File: config.mk
export PLATFORM = sky130hd
export DESIGN_NAME = debounce_multi
export DESIGN_NICKNAME = d
export VERILOG_FILES = /design/src/rtl/debounce_multi.sv
export SDC_FILE = /design/constraint.sdc
export NUM_CORES = 1
export LEC_CHECK = 0
export ABC_AREA = 0
export CAP_MARGIN = 0
export CORE_MARGIN = 2
export CORE_UTILIZATION = 55
export DETAILED_ROUTE_END_ITERATION = 10
export HOLD_SLACK_MARGIN = 0.15
export MAX_ROUTING_LAYER = met4
export PLACE_DENSITY = 0.77
export SYNTH_ARGS = -nofsm -noshare
export SYNTH_HDL_FRONTEND = slang
export SYNTH_SLANG_ARGS = --single-unit
File: constraint.sdc
create_clock -name clk -period 2 [get_ports clk]
set_input_delay 0.3 -clock clk [delete_from_list [all_inputs] [get_ports clk]]
set_output_delay 0.3 -clock clk [all_outputs]
set_load 0.01 [all_outputs]
File: src/rtl/debounce_multi.sv
// debounce_multi: W independent switch debouncers sharing one tick prescaler.
// Each channel has a 2-flop synchroniser and a stability counter. The channel's
// debounced level flips only after K consecutive prescaler ticks in which the
// synchronised input disagreed with the current level. When a channel flips it
// emits a one-cycle rise or fall strobe. any_edge is the OR of every strobe and
// is registered in the same cycle as the strobes.
module debounce_multi #(
  parameter int             W    = 4,
  parameter int             N    = 19,
  parameter int             K    = 3,
  parameter logic [W-1:0]   INIT = {W{1'b0}}
) (
  input  logic         clk,
  input  logic         reset,
  input  logic [W-1:0] sw,
  output logic [W-1:0] db,
  output logic [W-1:0] rise,
  output logic [W-1:0] fall,
  output logic         any_edge
);

  // The counter holds 0..K-1, so clog2(K+1) bits are enough for any K >= 1.
  localparam int            CW       = $clog2(K + 1);
  localparam logic [CW-1:0] CNT_LAST = CW'(K - 1);

  logic [N-1:0]  q_q, q_d;
  logic          tick;
  logic [W-1:0]  s1_q, s2_q;
  logic [CW-1:0] cnt_q [W];
  logic [CW-1:0] cnt_d [W];
  logic [W-1:0]  db_q, db_d;
  logic [W-1:0]  rise_q, rise_d;
  logic [W-1:0]  fall_q, fall_d;
  logic          any_q, any_d;

  // Free-running prescaler. tick is high for the single cycle in which q is all ones.
  always_comb begin
    q_d  = q_q + N'(1);
    tick = &q_q;
  end

  // Per-channel qualification. A match with the current level clears the count,
  // so any glitch back to that level restarts qualification.
  always_comb begin
    db_d   = db_q;
    rise_d = '0;
    fall_d = '0;
    for (int i = 0; i < W; i++) begin
      cnt_d[i] = cnt_q[i];
      if (s2_q[i] == db_q[i]) begin
        cnt_d[i] = '0;
      end else if (tick) begin
        if (cnt_q[i] == CNT_LAST) begin
          db_d[i]   = s2_q[i];
          cnt_d[i]  = '0;
          rise_d[i] = s2_q[i];
          fall_d[i] = ~s2_q[i];
        end else begin
          cnt_d[i] = cnt_q[i] + CW'(1);
        end
      end
    end
    any_d = |(rise_d | fall_d);
  end

  // Prescaler, synchroniser, counter and output registers. Async reset returns
  // every channel to INIT without generating a strobe.
  always_ff @(posedge clk or posedge reset) begin
    if (reset) begin
      q_q    <= '0;
      s1_q   <= INIT;
      s2_q   <= INIT;
      db_q   <= INIT;
      rise_q <= '0;
      fall_q <= '0;
      any_q  <= 1'b0;
      for (int i = 0; i < W; i++) begin
        cnt_q[i] <= '0;
      end
    end else begin
      q_q    <= q_d;
      s1_q   <= sw;
      s2_q   <= s1_q;
      db_q   <= db_d;
      rise_q <= rise_d;
      fall_q <= fall_d;
      any_q  <= any_d;
      for (int i = 0; i < W; i++) begin
        cnt_q[i] <= cnt_d[i];
      end
    end
  end

  assign db       = db_q;
  assign rise     = rise_q;
  assign fall     = fall_q;
  assign any_edge = any_q;

endmodule

==> results.yml <==
worst_hold_path:
  hold_class: "input port to asynchronous set/reset pin"
sta:
  skew_ns: 0.005250
  tns_ns: 0
  grt_setup_unrepaired: "false"
  setup_viol: 0
  timing.final.crit_period_ns: 1.816
  post-route-period-util: 0.9082
  relSlewSlack: 0.6737
  setup_ws_ns: 0.1835
  max_freq_mhz: 550.5
  worstMarginPinSlew_ns: 0.4887
  finalHoldViolCount: 0
  drv_slew: 0
  hold_ws_ns: 0.2671
final_layout:
  layout_common_cells: "dfrtp_1 (48), clkdlybuf4s50_1 (18), xnor2_1 (14), nor2_1 (9)"
  syn2layout_area_growth_pct: 16.74
  drive_gt1_frac: 0.1383
  final_core_util: 0.6821
  nets: 194
  layout_commonest_cell: "dfrtp_1"
  diodes: 0
  fill_cells: 265
die:
  die_area_um2: 4126
  pin_count: 19
  rows: 21
  chipHeight_um: 64.24
  core_area_um2: 3416
  dieWidth_um: 64.24
  start_util: 0.5842
power:
  ir_drop_v: 0.0004792
  seqPwrFrac: 0.675
  clockPowerShare: 0.294
  power.density_nw_per_um2: 625.4
  cellLeakagePower_nw: 1.050
  combPwrFrac: 0.030
  p_total_w: 0.001457
  internal_power_w: 0.001132
  power_switching_share: 0.2229
  switching_power_w: 0.0003248
synthesis:
  syn-cell-area_um2: 1996
  synthCells: 159
  synth.distinct_cells: 25
  synth_mux_area_frac: 0.06520
  synth-simple-area-share: 0.2150
  synthAdderAreaFrac: 0.006270
  synthXorXnorAreaFrac: 0.09216
  synth_compound_area_frac: 0.006270
  yosys_warnings: 0
  postSynthAreaPerCell_um2: 12.55
  ys_seq_area_frac: 0.6019
  synth_nets: 166
  yosys_register_bits: 48
  synth_top_family_by_area: "simple AND/OR/NAND/NOR gates"
cts:
  clockBufferDepth: 2
  htree_levels: 2
  cts_tree: "yes"
  clock_latency_ns: 0.36
  clkTransAtPathRegs_ns: 0.13
  cts_buffers: 5
  post_cts_buffers: 0
  cts.sinks: 48
  cts_hold_buf: 0
  clockRootBuffer: "clkbuf_4"
place:
  dpl.hpwl_mm: 2.473
  port-buffer-count: 18
  pre_cts_ws_ns: 0.1354
  gp_congestion: 0.8240
critical_path:
  crit_chain: "ha_1 -> nand3_1 -> nor2_2 -> nand3_2 -> mux2_2"
  rr_worst_depth: 5
  path_class: "flip-flop to flip-flop"
  max_stage_delay_ns: 0.42
  critPathSlowestCell: "dfrtp_1"
  cp_max_fo: 9
  cp.required_ns: 2.26
  endpoint_kind: "flip-flop"
  critPathLaunchType: "flip-flop"
  arrival_ns: 2.07
routing:
  viasPerCell: 5.457
  first_pass_iters: 4
  drtIter0Drc: 129
  drc: 0
  dr_total_vias: 1277
  finalWirelength_mm: 3.237
  routedWlPerCell_um: 13.83
  ant_nets: 0
global_route:
  grt_pass1_wl_mm: 6.113
  antenna_found_initial: 0
  grt_max_degree: 27
  grt_use_total: 0.1991
  grt-ovfl-total: 0
  grt_pass1_vias: 1383
outcome:
  status: "complete, no violations"
flow_run:
  maxCapViolCount: 0
state kept, by name, summed over array words and instances (netlist names):
signal and count:
fall 4, db 4, s1_q 4, any_edge 1, q_q 19, s2_q 4
cnt_q 8, rise 4
worst max-delay path, delay by kind of cell, from the launching register on:
kind	cells	cell delay [ns]
simple gates	3	0.73
mux	1	0.37
fa+ha+maj	1	0.20
flops	1	0.42
cell type report:
type                            instances  area, um2  area share
Sequential cell                        48       1201      0.5156
Multi-Input combinational cell        104      773.2      0.3319
Clock inverter                          3      18.77    0.008056
Inverter                                7      26.28     0.01128
Tap cell                               46      57.56     0.02470
Timing Repair Buffer                   21      215.2     0.09237
Clock buffer                            5      37.54     0.01611
per-layer routing:
| metal | routed length, um | track usage | up-vias | share of wire |
|---|---|---|---|---|
| li1 | - | - | 608 | - |
| met1 | 1285 | 0.2229 | 646 | 0.40 |
| met2 | 1820 | 0.3516 | 17 | 0.56 |
| met3 | 88 | 0.05282 | 6 | 0.027 |
| met4 | 43 | 0.05585 | 0 | 0.013 |
| met5 | 0 | - | - | 0 |
stage by stage:
stage,instance area (um2),cells
finish,2330,234
global route,2330,234
CTS,2325,234
detailed placement,2268,226
global placement,2268,226
floorplan,1996,159
what timing repair did:
item	in CTS	in global routing
setup endpoints to repair	0	5
gates resized for setup	0	1
hold endpoints to repair	0	0
cells by family (layout without fill, tap and decap cells):
| logic type | Yosys count | in the layout |
|---|---|---|
| adder cells (fa/ha/maj) | 1 | 1 |
| XOR/XNOR | 21 | 21 |
| buffers and inverters | 7 | 36 |
| multiplexers | 12 | 12 |
| AND/OR/NAND/NOR | 68 | 68 |
| flip-flops | 48 | 48 |
| AO/OA/AOI/OAI | 2 | 2 |
Yosys cell counts:
cell type   n  share of area
xnor2_1    14          0.061
or3b_2      4          0.018
dfrtp_1    48           0.60
nor4_1      4          0.013
nor3_1      8          0.020
nand4b_1    4          0.018
or2_2       1         0.0031
ha_1        1         0.0063
nor2b_1     4          0.013
nor2_2      1         0.0031
mux2_2      4          0.023
nand4_4     1          0.011
nand2_1     8          0.015
o22ai_1     2         0.0063
nor4_4      1          0.011
nand3_1     6          0.015
xor2_1      7          0.031
mux2i_1     4          0.020
mux2_1      4          0.023
nor2_1      9          0.017
nand4_1     4          0.013
nand2b_1    8          0.025
inv_1       7          0.013
nor4b_1     4          0.018
nand3_2     1         0.0050
final timing paths:
kind / slack, ns / start / endpoint
min in group clk: 0.36 / s1_q[0] / s2_q[0]
worst min register to register: 0.36 / s1_q[0] / s2_q[0]
worst min-delay path: 0.27 / reset / q_q[9]
max in group asynchronous: 1.24 / reset / any_edge
worst max-delay path: 0.18 / q_q[0] / cnt_q[4]
worst max register to register: 0.18 / q_q[0] / cnt_q[4]
power by group through the flow:
| stage | sequential [W] | clock [W] | combinational [W] |
|---|---|---|---|
| 2_1_floorplan | 0.00100 | 0 | 0.0000243 |
| 3_3_place_gp | 0.00100 | 0 | 0.0000439 |
| 3_5_place_dp | 0.00100 | 0 | 0.0000459 |
| 4_1_cts | 0.000984 | 0.000448 | 0.0000460 |
| 5_1_grt | 0.000986 | 0.000498 | 0.0000507 |
| 6_report | 0.000984 | 0.000429 | 0.0000440 |
No activity file was read; power rests on OpenSTA's default activity.
